## src/rtl/console_tx.sv

```systemverilog
// console_tx: FIFO-buffered UART transmitter for the core console write port (8N1).
// Define CONSOLE_TX_PARITY_EN to insert an even-parity bit after the data bits (8E1).
module console_tx #(
  parameter int XLEN         = 32,
  parameter int FIFO_DEPTH   = 16,
  parameter int CLKS_PER_BIT = 868
) (
  input  logic            clk,
  input  logic            reset,
  input  logic            console_we,
  input  logic [XLEN-1:0] console_wdata,
  output logic            full,
  output logic            idle,
  output logic            overflow,
  output logic [7:0]      drop_count,
  output logic            tx
);
  localparam int PTR_W = $clog2(FIFO_DEPTH);
  localparam int OCC_W = PTR_W + 1;
  localparam int CNT_W = $clog2(CLKS_PER_BIT);

  typedef enum logic [2:0] {
    S_IDLE,
    S_START,
    S_DATA,
`ifdef CONSOLE_TX_PARITY_EN
    S_PARITY,
`endif
    S_STOP
  } state_t;

  function automatic logic [7:0] sat_inc8(input logic [7:0] v);
    return (v == 8'hFF) ? v : v + 8'd1;
  endfunction

  logic [7:0]       mem [FIFO_DEPTH];
  logic [PTR_W-1:0] wr_ptr, rd_ptr;
  logic [OCC_W-1:0] occ, occ_d;
  logic [7:0]       shift_q;
  logic [CNT_W-1:0] bit_cnt, cnt_d;
  logic [2:0]       bit_idx, idx_d;
  logic             tx_d, push, pop, bit_end, has_data;
  state_t           state, state_d;

  wire unused_wdata = ^{1'b0, console_wdata[XLEN-1:8]};

  // Acceptance uses the registered full, so a same-cycle pop never rescues a write.
  assign push     = console_we & ~full;
  assign has_data = (occ != '0);
  assign bit_end  = (bit_cnt == CNT_W'(CLKS_PER_BIT - 1));
  assign occ_d    = occ + OCC_W'(push) - OCC_W'(pop);

  always_ff @(posedge clk or negedge reset) begin
    if (!reset) state <= S_IDLE;
    else        state <= state_d;
  end

  always_comb begin
    state_d = state;
    pop     = 1'b0;
    case (state)
      S_IDLE: if (has_data) begin
        pop     = 1'b1;
        state_d = S_START;
      end
      S_START: if (bit_end) state_d = S_DATA;
`ifdef CONSOLE_TX_PARITY_EN
      S_DATA:   if (bit_end && bit_idx == 3'd7) state_d = S_PARITY;
      S_PARITY: if (bit_end) state_d = S_STOP;
`else
      S_DATA:   if (bit_end && bit_idx == 3'd7) state_d = S_STOP;
`endif
      S_STOP: if (bit_end) begin
        if (has_data) begin
          pop     = 1'b1;
          state_d = S_START;
        end else begin
          state_d = S_IDLE;
        end
      end
      default: state_d = S_IDLE;
    endcase
  end

  always_comb begin
    tx_d  = tx;
    cnt_d = bit_end ? '0 : bit_cnt + CNT_W'(1);
    idx_d = bit_idx;
    case (state)
      S_IDLE: begin
        cnt_d = '0;
        idx_d = '0;
        tx_d  = ~pop;
      end
      S_START: if (bit_end) begin
        tx_d  = shift_q[0];
        idx_d = '0;
      end
      S_DATA: if (bit_end) begin
        if (bit_idx == 3'd7) begin
`ifdef CONSOLE_TX_PARITY_EN
          tx_d = ^shift_q;
`else
          tx_d = 1'b1;
`endif
        end else begin
          idx_d = bit_idx + 3'd1;
          tx_d  = shift_q[bit_idx + 3'd1];
        end
      end
`ifdef CONSOLE_TX_PARITY_EN
      S_PARITY: if (bit_end) tx_d = 1'b1;
`endif
      S_STOP: if (bit_end) tx_d = ~pop;
      default: tx_d = 1'b1;
    endcase
  end

  always_ff @(posedge clk or negedge reset) begin
    if (!reset) begin
      tx         <= 1'b1;
      bit_cnt    <= '0;
      bit_idx    <= '0;
      wr_ptr     <= '0;
      rd_ptr     <= '0;
      occ        <= '0;
      full       <= 1'b0;
      idle       <= 1'b1;
      overflow   <= 1'b0;
      drop_count <= 8'd0;
    end else begin
      tx      <= tx_d;
      bit_cnt <= cnt_d;
      bit_idx <= idx_d;
      occ     <= occ_d;
      full    <= (occ_d == OCC_W'(FIFO_DEPTH));
      idle    <= (state_d == S_IDLE) && (occ_d == '0);
      if (push) wr_ptr <= wr_ptr + PTR_W'(1);
      if (pop)  rd_ptr <= rd_ptr + PTR_W'(1);
      if (console_we && full) begin
        overflow   <= 1'b1;
        drop_count <= sat_inc8(drop_count);
      end
    end
  end

  // Buffer storage and the shift register hold data only; no reset needed.
  always_ff @(posedge clk) begin
    if (push) mem[wr_ptr] <= console_wdata[7:0];
    if (pop)  shift_q     <= mem[rd_ptr];
  end

endmodule

```

## config.mk

```make
export PLATFORM = sky130hd
export DESIGN_NAME = console_tx
export DESIGN_NICKNAME = d
export VERILOG_FILES = /design/src/rtl/console_tx.sv
export SDC_FILE = /design/constraint.sdc
export NUM_CORES = 1
export LEC_CHECK = 0
export ABC_AREA = 1
export ABC_CLOCK_PERIOD_IN_PS = 7000
export CORE_MARGIN = 2
export CORE_UTILIZATION = 45
export CTS_BUF_LIST = sky130_fd_sc_hd__clkbuf_8
export CTS_CLUSTER_SIZE = 28
export DETAILED_ROUTE_END_ITERATION = 7
export GPL_TIMING_DRIVEN = 0
export HOLD_SLACK_MARGIN = 0.06
export PLACE_DENSITY = 0.64
export SLEW_MARGIN = 20
export SYNTH_ARGS = -nofsm -noshare
export SYNTH_HDL_FRONTEND = slang
export SYNTH_SLANG_ARGS = --single-unit
```

## constraint.sdc

```tcl
create_clock -name clk -period 7 [get_ports clk]
set_clock_uncertainty 0.05 [all_clocks]
set_input_delay 2.1 -clock clk [delete_from_list [all_inputs] [get_ports clk]]
set_output_delay 2.1 -clock clk [all_outputs]
set_load 0.03 [all_outputs]
```

# Word level (Yosys, flattened, before mapping)
# Memory sizes are Yosys's and may differ from the RTL's. A register that Yosys moved wholly into a read port is not among the register bits.
# Cells that the tools add are included.
classes:
  n_eq_ne: 11
  bitwise: 4
  reduce_logical: 11
  addsub: 7
  magnitude_cmp: 1
  mux: 24
ops:
  columns: ["operator", "count"]
  rows:
  - ["2-to-1 mux 3 bit", 7]
  - ["2-to-1 mux 10 bit", 2]
  - ["case mux 3 bit (4 select lines)", 1]
  - ["adder 10 x 1 -> 10 bit (second input constant)", 1]
  - ["== test 10 bit (second input constant)", 1]
  - ["2-to-1 mux 1 bit", 10]
  - ["case mux 3 bit (3 select lines)", 1]
  - ["adder 4 x 1 -> 4 bit (second input constant)", 2]
  - ["adder 8 x 1 -> 8 bit (second input constant)", 1]
  - ["== test 8 bit (second input constant)", 1]
  - ["inequality test 2 bit (second input constant)", 4]
  - ["== test 3 x 2 -> 1 bit (second input constant)", 2]
  - ["zero test 3 bit", 2]
  - ["adder 5 x 1 -> 5 bit", 1]
  - ["== test 5 bit (second input constant)", 1]
  - ["zero test 5 bit", 1]
  - ["nonzero test 5 bit", 1]
  - ["subtractor 5 x 1 -> 5 bit", 1]
  - ["< comparator 3 x 4 -> 1 bit (second input constant)", 1]
  - ["case mux 1 bit (4 select lines)", 1]
  - ["AND reduction 4 bit", 1]
  - ["adder 3 x 1 -> 3 bit (second input constant)", 1]
  - ["binary-select mux 1 bit (select 3 bit)", 1]
  - ["== test 3 x 1 -> 1 bit (second input constant)", 1]
  - ["other kinds (8)", 12]
totals:
  mem_count: 1
  ff_bits: 41
  wordCells: 70
  input_bits: 35
  ramBits: 128
memory_table:
  columns: ["memory", "depth", "width", "rd", "rd_ports_with_merged_regs", "write_ports", "line", "rtl"]
  rows:
  - ["mem", 16, 8, 1, 1, 1, "36", "logic [7:0] mem [FIFO_DEPTH];"]

# Depth between registers and ports, before layout
# Gate-level depths: netlist (run 1).
logic_depth:
  ltp_word: 7
  mapped_depth: 18
  ltp_nobuf: 18

# Worst setup path after synthesis (run 1)
# No wires, ideal clock.
synth_timing:
  path_kind: "input -> register"
  from: "input console_we"
  to: "register idle"
  path_buffers: 0
  t_required_ns: 6.883
  cell_stages: 14
  arrival_ns: 3.925
  setup_slack_ns: 2.957
  cell_sequence: "inv_1 nor2_2 inv_1 ha_1 inv_1 ha_1 inv_1 fa_1 inv_1 nor3_1 nand3_1 nor2_1 nand2_1 nor2_1"
synth_via:
  elab_chain_len: 5
synth_rtl:
  columns: ["item", "line", "rtl"]
  rows:
  - ["from (decl)", "10", "input logic console_we,"]
  - ["bitwise AND 1 bit", "48", "assign push = console_we & ~full;"]
  - ["adder 5 x 1 -> 5 bit", "51", "assign occ_d = occ + OCC_W'(push) - OCC_W'(pop);"]
  - ["subtractor 5 x 1 -> 5 bit", "51", null]
  - ["net occ_d[1]", "38", "logic [OCC_W-1:0] occ, occ_d;"]
  - ["zero test 5 bit", "137", "idle <= (state_d == S_IDLE) && (occ_d == '0);"]
  - ["logical AND 1 bit", "137", null]
  - ["to (signal assigned)", "137", null]
  - ["to (decl)", "13", "output logic idle,"]
# The timed path passes the listed nets, and every way through them passes these cells.
# A chain may end at the register's enable or synchronous reset.

# Final worst setup path (run 1)
# Ends and elaborated chain as after synthesis.

==> impl_table.tex, run 1 <==
\begin{tabular}{lr}
\hline
Metric & Value \\
\hline
\multicolumn{2}{l}{\textbf{Drt}} \\
Detailed Routing Iterations Pass 1 & 4 \\
Highest layer used for signal routing & met4 \\
Remaining design rule violation count & 0 \\
Met2 Wirelength & 8.14 mm \\
Met3 WL post-DR & 935 um \\
Wire length reported by the detailed router & 16.9 mm \\
Antenna viol nets, final & 0 \\
Wire per inst & 18.3 um \\
Via count normalized by instance count & approximately 5.3 \\
Violation count after the first detailed-routing iteration & 403 \\
Vias after detailed routing & 4917 \\
Detailed-route wire length on metal 1 & 7.20 mm \\
\multicolumn{2}{l}{\textbf{GRT}} \\
Number of global-route vias before repair & 4922 \\
Global Route Usage Sum & 20.2\% \\
Largest net degree at the start of global routing & 22 \\
Total overflow reported by the global router & 0 \\
Wire length of the first global-routing pass & $\sim$27 mm \\
Number of antenna violations at the first check in global routing & 0 \\
\multicolumn{2}{l}{\textbf{Power}} \\
Power density of the placed cells & between 300 and 400 mW/mm\^{}2 \\
Sequential fraction of design power & 43.2\% \\
Clock power frac & 21.6\% \\
Sw power & 0.00121 W \\
Proportion of power drawn by combinational gates & 35.2\% \\
Leak Pwr & approximately 3.1 nW \\
Switching part of the total & 37.5\% \\
Worst voltage drop across the vdd grid & 0.223 mV \\
Cell-internal power & 0.00201 W \\
\multicolumn{2}{l}{\textbf{Synth}} \\
Number of warnings reported in the yosys synthesis log & 0 \\
Synthesized area divided by synthesized cell count & between 10 and 15 um\^{}2 \\
Yosys reg bits & 177 \\
Syn Inst Count & about 650 \\
Post-Synthesis Cell Area & 0.00758 mm\^{}2 \\
Sequential share of the synthesized area & 67.4\% \\
Net count of the mapped netlist & 704 \\
Number of unique standard cell types used by synthesis & 36 \\
\multicolumn{2}{l}{\textbf{Clocking}} \\
Number of CTS-inserted buffers & 17 \\
Number of H-tree levels & 4 \\
CTS tree & built \\
Clock Tree Buf Depth & 2 \\
Hold-fix buffers at CTS & 0 \\
Number of sinks on the clock net & 177 \\
Clock latency on the worst-skew pair & approximately 0.46 ns \\
Post-CTS resize count & 0 \\
Clock-pin transition on the worst setup and hold timing paths & 0.08 ns \\
\# Post-CTS Setup Buffers & 0 \\
CTS Root Cell & clkbuf\_8 \\
\multicolumn{2}{l}{\textbf{Placed design}} \\
Placed wire-length estimate after detailed placement & 11.8 mm \\
Count of input and output buffers & 22 \\
RePlAce Congestion & 0.931 \\
Placement Cell Area & around 0.0081 mm\^{}2 \\
\multicolumn{2}{l}{\textbf{STA}} \\
Tightest Pin Transition & 0.915 ns \\
Final period util & 63.3\% \\
Tightest slew margin relative to the limit & around 39\% \\
Post-Route Setup TNS & 0 ns \\
Min Clock Period, post-route & 4.43 ns \\
Unrepaired setup endpoints after global routing & no \\
Final-report max-slew violation count & 0 \\
Max Fclk & 226 MHz \\
Final hold violations & 0 \\
Total setup violations reported at the end of the flow & 0 \\
\multicolumn{2}{l}{\textbf{Critical path}} \\
Required time of the critical path & 7.34 ns \\
Launching element type of the critical path & input port \\
CP Data Arrival Time & 4.78 ns \\
Worst Path Max Fanout & 9 \\
Sort of element at the end of the critical path & flip-flop \\
Crit Path Category & input port to flip-flop \\
\multicolumn{2}{l}{\textbf{Floorplanning}} \\
Site row count & 47 \\
Die X & 134 um \\
CORE AREA & 0.0165 mm\^{}2 \\
Floorplan die height & 134 um \\
Die Outline Area & 0.0179 mm\^{}2 \\
Initial Utilization & 45.9\% \\
I/O pin cnt & between 40 and 50 \\
\multicolumn{2}{l}{\textbf{Cells and area}} \\
Summed area of non-filler cells in the final layout & 0.00848 mm\^{}2 \\
Area taken by flip-flops and latches & 0.00511 mm\^{}2 \\
Total Nets Final & 746 \\
Layout area overhead & 11.8\% \\
Final Util & approximately 51\% \\
Number of inserted diodes & 0 \\
Area occupied by multi-input gates & 0.00215 mm\^{}2 \\
Share of layout cells above drive strength 1 & 8.79\% \\
Layout filler cell count & 1417 \\
\multicolumn{2}{l}{\textbf{Outcome}} \\
Result of the run & completed \\
\multicolumn{2}{l}{\textbf{Worst hold path}} \\
Worst Hold Class & flip-flop to flip-flop \\
\multicolumn{2}{l}{\textbf{Run}} \\
Number of max-cap violations & 0 \\
\hline
\end{tabular}
[cells by family after synthesis]
logic type | after synthesis | synth area share (%)
AO/OA/AOI/OAI | 132 | 10.0
buffers and inverters | 66 | 4.14
XOR/XNOR | 17 | 1.96
AND/OR/NAND/NOR | 244 | 13.6
adder cells (fa/ha/maj) | 16 | 2.74
other | 1 | 0.0495
flip-flops | 177 | 67.4
[power by group through the flow]
stage / clock network, W / registers, W / logic [W]
5_1_grt: 0.000748 / 0.00140 / 0.00126
6_report: 0.000695 / 0.00139 / 0.00113
2_1_floorplan: 0 / 0.00141 / 0.000730
3_3_place_gp: 0 / 0.00140 / 0.00108
4_1_cts: 0.000706 / 0.00139 / 0.00113
3_5_place_dp: 0 / 0.00141 / 0.00112
[cells in the final DEF, fill, tap and decap left out, types with 6 or more instances in the layout]
cell type and instances:
o211ai_1 33, nand2_1 70, o21ai_1 14, buf_2 9, xor2_1 11, dfrtp_1 39
nor2_2 11, inv_1 39, ha_1 15, edfxtp_1 136, clkbuf_8 17, clkdlybuf4s50_1 21
nor2_1 126, o21ai_0 71, xnor2_1 6, a21oi_1 11, clkbuf_1 9, nand3_1 25
[registers in the layout, indices dropped and copies added, names as in the netlist]
name and count:
drop_count 8, state 3, rd_ptr 4, mem 128, idle 1, overflow 1
shift_q 8, tx 1, bit_idx 3, bit_cnt 10, wr_ptr 4, occ 5
full 1
[worst max-delay path: stages]
cell,delay (ns)
clkdlybuf4s50_1,0.47
inv_1,0.05
nor2_2,0.29
inv_1,0.09
ha_1,0.30
inv_1,0.06
ha_1,0.16
inv_1,0.06
fa_1,0.49
inv_1,0.06
nor3_1,0.20
nand3_1,0.13
nor2_1,0.17
nand2_1,0.08
nor2_1,0.09
[synth_stat cells (all sizes together)]
cell	n	area, um^2
o211ai	33	248
clkbuf	9	33.8
fa	1	20.0
nor3	1	5.00
buf	16	124
nand3b	2	15.0
ha	15	188
nand3	25	125
a22oi	1	7.51
inv	40	153
nor2	137	542
conb	1	3.75
and3	1	6.26
dfstp	2	52.6
xnor2	6	52.6
edfxtp	136	4080
a21oi	12	71.3
dfrtp	39	976
clkinv	1	3.75
nand2	72	285
xor2	11	96.3
nand4	5	46.3
nor3b	1	7.51
o21ai	86	434
[cell type report]
cell class                      instances  share of cell area [%]
Clock buffer                           17                    2.76
Inverter                               41                    1.85
Multi-Input combinational cell        410                    25.4
Sequential cell                       177                    60.3
Timing Repair Buffer                   23                    2.86
Tap cell                              220                    3.25
Buffer                                 25                    1.86
Clock inverter                         12                    1.71
[routing by layer]
layer | GRT usage [%] | up-vias
li1 | - | 2348
met4 | 9.40 | 0
met2 | 32.1 | 128
met3 | 5.48 | 37
met1 | 26.0 | 2404
met5 | 0 | -
[path summary, 6_finish.rpt]
check | startpoint | to | slack, ns | depth (start not counted)
worst min-delay path | bit_cnt[0]$_DFF_PN0_ | bit_cnt[0]$_DFF_PN0_ | 0.41 | 1
max in group asynchronous | reset | wr_ptr[3]$_DFFE_PN0P_ | 4.83 | 2
worst min register to register | bit_cnt[0]$_DFF_PN0_ | bit_cnt[0]$_DFF_PN0_ | 0.41 | 1
min in group asynchronous | reset | bit_cnt[9]$_DFF_PN0_ | 1.57 | 1
worst max register to register | bit_cnt[0]$_DFF_PN0_ | idle$_DFF_PN1_ | 3.74 | 18
worst max-delay path | console_we | idle$_DFF_PN1_ | 2.57 | 15
[metrics by stage]
step	cells	hold slack [ns]	setup slack, ns	power (W)
after floorplan	653	0.381	2.96	0.00214
after global placement	895	0.397	2.12	0.00249
after detailed placement	896	0.402	2.11	0.00253
after CTS	925	0.413	2.59	0.00322
after global routing	925	0.445	2.37	0.00341
final	925	0.406	2.57	0.00321
No activity file was read; power rests on OpenSTA's default activity.
==> run 2, diff against run 1 <==
ABC_CLOCK_PERIOD_IN_PS = 3900   (was 7000)
PLACE_DENSITY = 0.67   (was 0.64)
clock period = 3.9 ns   (was 7 ns; I/O delays follow)
==> run 2 against run 1 <==
Sequential share of layout area decreased by 0.25 points. Flip-flop and latch count unchanged. Via count increased by 1.7%. Largest power group unchanged. Total power increased by 81%. First-iteration DRC count increased by 7.9%. Critical path type unchanged. Hold slack improved by 0.0023 ns. Highest routed layer unchanged. Combinational power increased by 79%. Global-route usage about the same. Critical path depth unchanged. Largest cell class unchanged. Non-clock buffer count unchanged.
==> impl_table.tex, run 2 (same netlist as run 1, synthesis figures left out) <==
\begin{tabular}{lr}
\hline
Metric & Value \\
\hline
\multicolumn{2}{l}{\textbf{Drt}} \\
Via count normalized by instance count & 5.39 \\
Wire length reported by the detailed router & 17.0 mm \\
Remaining design rule violation count & 0 \\
Detailed Routing Iterations Pass 1 & 7 \\
Vias after detailed routing & 5003 \\
Wire per inst & approximately 18 um \\
Violation count after the first detailed-routing iteration & 435 \\
Antenna viol nets, final & 0 \\
\multicolumn{2}{l}{\textbf{Cells and area}} \\
Final Util & 51.5\% \\
Most frequent standard cell in the layout excluding fill and tap cells & edfxtp\_1 \\
Number of inserted diodes & 0 \\
Number of flip-flops in the largest register & 128 \\
Total Nets Final & approximately 750 \\
Final Non-Filler Cells & 928 \\
Layout area overhead & 12.3\% \\
Share of layout cells above drive strength 1 & under 10\% \\
Summed area of non-filler cells in the final layout & roughly 0.0085 mm\^{}2 \\
Highest-count cells in the layout ignoring fill and taps & edfxtp\_1, nor2\_1, o21ai\_0 \\
Largest Register & mem \\
Largest registers & mem x128, bit\_cnt x10 \\
\multicolumn{2}{l}{\textbf{Worst hold path}} \\
Worst Hold Class & flip-flop to flip-flop \\
Startpoint of the lowest-slack hold path & bit\_cnt[0]\$\_DFF\_PN0\_ \\
Endpoint of the worst hold path & bit\_cnt[0]\$\_DFF\_PN0\_ \\
Hold Path Cell Cnt & 1 \\
\multicolumn{2}{l}{\textbf{Power}} \\
Worst voltage drop across the vdd grid & 0.320 mV \\
Post-route total power & 0.00581 W \\
Leak Pwr & between 3 and 4 nW \\
Power density of the placed cells & 683 mW/mm\^{}2 \\
\multicolumn{2}{l}{\textbf{GRT}} \\
Total overflow reported by the global router & 0 \\
Number of global-route vias before repair & 5005 \\
Global Route Usage Sum & 20.2\% \\
Largest net degree at the start of global routing & 34 \\
Number of antenna violations at the first check in global routing & 0 \\
Wire length of the first global-routing pass & approximately 27 mm \\
\multicolumn{2}{l}{\textbf{STA}} \\
Hold slack & 0.408 ns \\
Unrepaired setup endpoints after global routing & no \\
Min Clock Period, post-route & 3.53 ns \\
Final-report max-slew violation count & 0 \\
Final period util & 90.4\% \\
Final hold violations & 0 \\
Tightest slew margin relative to the limit & a little under a third \\
Total setup violations reported at the end of the flow & 0 \\
Tightest Pin Transition & 1.03 ns \\
Max Fclk & 283 MHz \\
\multicolumn{2}{l}{\textbf{Critical path}} \\
Crit Path Category & input port to flip-flop \\
Sort of element at the end of the critical path & flip-flop \\
Reg-to-reg critical path startpoint & bit\_cnt[0]\$\_DFF\_PN0\_ \\
Logic depth of the worst register-to-register path & 18 \\
Register-to-register setup slack & 0.59 ns \\
Launching element type of the critical path & input port \\
CP Data Arrival Time & 3.90 ns \\
R2R Path End & idle\$\_DFF\_PN1\_ \\
Worst Path Max Fanout & 9 \\
Required time of the critical path & 4.27 ns \\
\multicolumn{2}{l}{\textbf{Clocking}} \\
Post-CTS resize count & 0 \\
Number of H-tree levels & 4 \\
Number of sinks on the clock net & between 150 and 200 \\
Clock latency on the worst-skew pair & 0.47 ns \\
Number of CTS-inserted buffers & 17 \\
CTS Root Cell & clkbuf\_8 \\
\# Post-CTS Setup Buffers & 0 \\
Clock Tree Buf Depth & 2 \\
CTS tree & built \\
Clock-pin transition on the worst setup and hold timing paths & roughly 0.1 ns \\
Hold-fix buffers at CTS & 0 \\
\multicolumn{2}{l}{\textbf{Floorplanning}} \\
I/O pin cnt & 47 \\
Die X & about 130 um \\
Die Outline Area & 0.0179 mm\^{}2 \\
Site row count & 47 \\
Initial Utilization & a little under half \\
Floorplan die height & 134 um \\
CORE AREA & 0.0165 mm\^{}2 \\
\multicolumn{2}{l}{\textbf{Placed design}} \\
Count of input and output buffers & 22 \\
Placed wire-length estimate after detailed placement & about 12 mm \\
RePlAce Congestion & 0.881 \\
Placement Cell Area & 0.00809 mm\^{}2 \\
Placed cells & 896 \\
\multicolumn{2}{l}{\textbf{Outcome}} \\
Result of the run & completed \\
\multicolumn{2}{l}{\textbf{Run}} \\
Number of max-cap violations & 0 \\
\hline
\end{tabular}
==> run 2: metrics by stage <==
step | setup WS, ns | setup TNS, ns
finish | 0.373 | 0
global route | 0.149 | 0
floorplan | 0.787 | 0
CTS | 0.396 | 0
detailed placement | -0.100 | -0.100
global placement | -0.0622 | -0.0622
==> run 2: critical path, stage by stage <==
cell,delay [ns]
clkdlybuf4s50_1,0.48
inv_1,0.05
nor2_2,0.30
inv_1,0.09
ha_1,0.30
inv_1,0.06
ha_1,0.16
inv_1,0.05
fa_1,0.48
inv_1,0.06
nor3_1,0.21
nand3_1,0.13
nor2_1,0.18
nand2_1,0.08
nor2_1,0.09
==> run 2: cell type report <==
class	count	area (um^2)
fillers	1393	8010
inverters	41	156
clock inverters	15	188
well taps	220	275
plain buffers	25	158
multi-input cells	410	2150
repair buffers	23	235
flip-flops and latches	177	5110
clock buffers	17	234
==> run 2: layer usage <==
layer	up-vias	track usage, %	wire length [um]
li1	2355	-	-
met1	2437	25.0	7010
met2	175	34.1	8460
met3	36	4.84	998
met4	0	8.22	493
met5	-	0	0
==> run 2: worst max-delay path by stage <==
stage / end / depth (start not counted) / slack (ns) / from
6_report: idle$_DFF_PN1_ / 15 / 0.37 / console_we
4_1_cts: idle$_DFF_PN1_ / 15 / 0.40 / console_we
3_5_place_dp: idle$_DFF_PN1_ / 15 / -0.10 / console_we
3_3_place_gp: idle$_DFF_PN1_ / 15 / -0.06 / console_we
5_1_grt: idle$_DFF_PN1_ / 15 / 0.15 / console_we
2_1_floorplan: idle$_DFF_PN1_ / 14 / 0.79 / console_we
==> run 2: power by group <==
group | total (W) | internal (W) | switching [W]
Clock | 0.00130 | 0.000545 | 0.000754
Sequential | 0.00249 | 0.00234 | 0.000158
Combinational | 0.00202 | 0.000650 | 0.00137
Total | 0.00581 | 0.00353 | 0.00228
==> variant 1 (settings of run 2) <==
Build with the macro `CONSOLE_TX_PARITY_EN` defined.
--- a/src/rtl/console_tx.sv
+++ b/src/rtl/console_tx.sv
@@ -1,5 +1,7 @@
 // console_tx: FIFO-buffered UART transmitter for the core console write port (8N1).
 // Define CONSOLE_TX_PARITY_EN to insert an even-parity bit after the data bits (8E1).
+`define CONSOLE_TX_PARITY_EN
+
 module console_tx #(
   parameter int XLEN         = 32,
   parameter int FIFO_DEPTH   = 16,
Function: no difference found for any inputs over 10 cycles, from zero or initial values and one cycle with reset low; that may be too few to reach the edited logic, so the function may still have changed.
==> variant 1 against run 2 <==
- synthesized area increased by 2.3%
- routed wire length decreased by 3.0%
- register-to-register slack gained 0.15 ns
- sequential cell count stayed put
- design area rose by 1.3%
- die area rose by 2.3%
- worst setup slack worse by 0.048 ns
Power is not compared: it rests on default switching activity, and its combinational part moved more than twofold at a synthesized area within 25%.
==> variant 1: results (changes against run 2) <==
- Run status: finished, final reports clean (unchanged)
- Worst setup slack before clock tree synthesis: -0.173 ns (was -0.100 ns)
- Overall Global Routing Usage: 0.191 (was 0.202)
- The post-DP HPWL came to 11.4 mm (was 11.8 mm).
- The relative slew slack was 0.370 (was 0.314).
- The cell count of the worst reg-to-reg path was 16 (was 18).
* Worst slack on hold paths: 0.424 ns (was 0.408 ns)
* Cells after DPL: 909 (was 896)
- Global-route met2 utilization: 0.327 (was 0.341)
- The filler cell count came to 1465 (was 1393).
- The data arrival time at the worst-slack endpoint came to 3.91 ns (was 3.90 ns).
- Ratio of routed vias to standard cells: 5.35 (was 5.39)
* Post-layout instance count excluding filler cells: 939 (was 928)
- The critical path's largest stage delay is 0.53 ns (was 0.48 ns).
- Routed metal-1 wirelength: 6.78 mm (was 7.01 mm)
- The number of distinct library cells after synthesis is 44 (was 36).
- Instance count of the mapped netlist: 661 (was 653)
* Register area share after synthesis: 0.659 (was 0.674)
- The DRC violation total after the first TritonRoute iteration came to 411 (was 435).
- The final clock period utilization by the worst path came to 0.917 (was 0.904).
* Placed Instance Area: 8270 um^2 (was 8090 um^2)
* Number of global-route vias before repair: 5070 (was 5005)
* WL final: 16.4 mm (was 17.0 mm)
- The fraction of layout instances using a drive strength above 1 is 0.105 (was 0.0975).
* Crit path max-delay family: adder cells (was simple AND/OR/NAND/NOR gates)
- The global routing met1 resource utilization was 0.227 (was 0.250).
* GR Layer Usage met3: 0.0546 (was 0.0484)
- Most frequent cells after synthesis: sky130_fd_sc_hd__edfxtp_1 (136), sky130_fd_sc_hd__nand2_1 (108), sky130_fd_sc_hd__nor2_1 (87) (was sky130_fd_sc_hd__edfxtp_1 (136), sky130_fd_sc_hd__nor2_1 (126), sky130_fd_sc_hd__o21ai_0 (71))
- The pin count of the biggest net entering global routing is 33 (was 34).
- Met3 wire length: 975 um (was 998 um)
- The final net count is 754 (was 746).
* Ranking of synthesized cells by area: sky130_fd_sc_hd__edfxtp_1 (53%), sky130_fd_sc_hd__dfrtp_1 (13%), sky130_fd_sc_hd__nand2_1 (5.2%) (was sky130_fd_sc_hd__edfxtp_1 (54%), sky130_fd_sc_hd__dfrtp_1 (13%), sky130_fd_sc_hd__nor2_1 (6.2%))
* Met2 routed WL: 8.29 mm (was 8.46 mm)
- The detailed-routing iteration count for the pre-antenna-repair pass is 5 (was 7).
- The first-pass GRT wire length is 26.1 mm (was 26.6 mm).
[variant 1: logic make-up (layout without fill, tap and decap cells)]
| kind of cell | Yosys count | after routing | synth area share |
|---|---|---|---|
| simple gates | 242 | 242 | 0.135 |
| flops | 177 | 177 | 0.659 |
| compound gates | 108 | 108 | 0.0871 |
| buf+inv | 79 | 132 | 0.0448 |
| mux | 22 | 22 | 0.0284 |
| xor+xnor | 17 | 17 | 0.0192 |
| fa+ha+maj | 16 | 16 | 0.0268 |
[variant 1: area by class of cell]
| cell class | instances | area [um^2] | share of cell area |
|---|---|---|---|
| Sequential cell | 177 | 5110 | 0.593 |
| Multi-Input combinational cell | 405 | 2300 | 0.266 |
| Tap cell | 225 | 282 | 0.0326 |
| Timing Repair Buffer | 23 | 235 | 0.0273 |
| Clock buffer | 17 | 234 | 0.0271 |
| Inverter | 55 | 210 | 0.0244 |
| Buffer | 24 | 138 | 0.0160 |
| Clock inverter | 13 | 119 | 0.0138 |
==> variant 2 (settings of run 2) <==
Made on the original files. Make the reset (`reset`) synchronous in 2 clocked blocks.
--- a/src/rtl/console_tx.sv
+++ b/src/rtl/console_tx.sv
@@ -50,7 +50,7 @@
   assign bit_end  = (bit_cnt == CNT_W'(CLKS_PER_BIT - 1));
   assign occ_d    = occ + OCC_W'(push) - OCC_W'(pop);
 
-  always_ff @(posedge clk or negedge reset) begin
+  always_ff @(posedge clk) begin
     if (!reset) state <= S_IDLE;
     else        state <= state_d;
   end
@@ -116,7 +116,7 @@
     endcase
   end
 
-  always_ff @(posedge clk or negedge reset) begin
+  always_ff @(posedge clk) begin
     if (!reset) begin
       tx         <= 1'b1;
       bit_cnt    <= '0;
Check against the original RTL: differs if reset is asserted again (counterexample within 4 cycles, from zero or initial values and one cycle with reset low); with reset held inactive, the same outputs for 10 cycles.
==> variant 2 against run 2 <==
- worst hold slack improved by 0.0095 ns
- design area increased by 0.19%
- routed wire length increased by 3.5%
- worst setup slack improved by 0.049 ns
- largest cell class unchanged
- sequential share of layout area decreased by 2.6 points
- non-clock buffer count unchanged
- sequential cell count unchanged
- critical endpoint is now idle$_SDFF_PN1_
- register-to-register slack improved by 0.43 ns
- synthesized area increased by 0.83%
- critical path type unchanged
- total power decreased by 21%
- cell count increased by 6.3%
==> variant 2: results (changes against run 2) <==
- Distinct cell type count of the synthesized netlist: 42 (was 36)
- The multi-input combinational cell area is 2340 um^2 (was 2150 um^2).
- Worst-case hold path end point: bit_cnt[0]$_SDFF_PP0_ (was bit_cnt[0]$_DFF_PN0_)
* Worst slack on hold paths: 0.418 ns (was 0.408 ns)
- Ranking of synthesized cells by area: sky130_fd_sc_hd__edfxtp_1 (53%), sky130_fd_sc_hd__dfxtp_1 (11%), sky130_fd_sc_hd__nor2_1 (5.7%) (was sky130_fd_sc_hd__edfxtp_1 (54%), sky130_fd_sc_hd__dfrtp_1 (13%), sky130_fd_sc_hd__nor2_1 (6.2%))
- Post-route cell area: 8530 um^2 (was 8510 um^2)
- The number of signal-net inverters in the final layout is 63 (was 41).
- The synthesized netlist net count is 763 (was 704).
- The clock power share came to 0.276 (was 0.224).
* Total number of vias: 5336 (was 5003)
- The synthesized instance count was 712 (was 653).
* Reg2Reg Launch Point: occ[3]$_SDFF_PN0_ (was bit_cnt[0]$_DFF_PN0_)
- The register-to-register setup slack was 1.02 ns (was 0.59 ns).
- Comb power frac: 0.241 (was 0.347)
* Wire length of the first global-routing pass: 27.7 mm (was 26.6 mm)
* Tot Pwr: 4.60 mW (was 5.81 mW)
- Starting DRT DRC Count: 538 (was 435)
- Multi-input comb cells: 446 (was 410)
- Sequential share of cell area: 0.575 (was 0.601)
- The area after detailed placement was 8140 um^2 (was 8090 um^2).
- Most frequent cells after synthesis: sky130_fd_sc_hd__edfxtp_1 (136), sky130_fd_sc_hd__nor2_1 (117), sky130_fd_sc_hd__nand2_1 (95) (was sky130_fd_sc_hd__edfxtp_1 (136), sky130_fd_sc_hd__nor2_1 (126), sky130_fd_sc_hd__o21ai_0 (71))
* Layout cells sized above 1: 0.106 (was 0.0975)
- Run status: finished, final reports clean (unchanged).
* GR Layer Usage met3: 0.0533 (was 0.0484)
* Cells after DPL: 954 (was 896)
- The post-DP HPWL came to 11.9 mm (was 11.8 mm).
- Pin count of the biggest net entering global routing: 17 (was 34)
- The total length of routed met2 wires is 8.48 mm (was 8.46 mm).
- Clock buf/inv share: 0.0458 (was 0.0495)
* Number of iterations in the first detailed-routing pass: 5 (was 7)
- Worst setup slack before clock tree synthesis: -0.0500 ns (was -0.100 ns)
* Lkg Pwr: 3.07 nW (was 3.15 nW)
- The weighted congestion at the end of routability-driven global placement is 0.873 (was 0.881).
- The final net count was 804 (was 746).
- Overall Global Routing Usage: 0.206 (was 0.202)
* FFs & Latches: 177 (unchanged)
==> variant 2: worst max path at each step <==
stage | startpoint | to
3_3_place_gp | console_we | idle$_SDFF_PN1_
4_1_cts | console_we | full$_SDFF_PN0_
3_5_place_dp | console_we | idle$_SDFF_PN1_
2_1_floorplan | console_we | idle$_SDFF_PN1_
5_1_grt | console_we | idle$_SDFF_PN1_
6_report | console_we | idle$_SDFF_PN1_
==> variant 2: logic make-up (layout without fill, tap and decap cells) <==
logic type | Yosys count | count (layout) | share of synthesized area
flip-flops | 177 | 177 | 0.642
adder cells (fa/ha/maj) | 16 | 16 | 0.0272
other | 1 | 1 | 0.000491
AND/OR/NAND/NOR | 290 | 290 | 0.171
AO/OA/AOI/OAI | 131 | 131 | 0.0986
XOR/XNOR | 8 | 8 | 0.00917
buffers and inverters | 89 | 143 | 0.0514
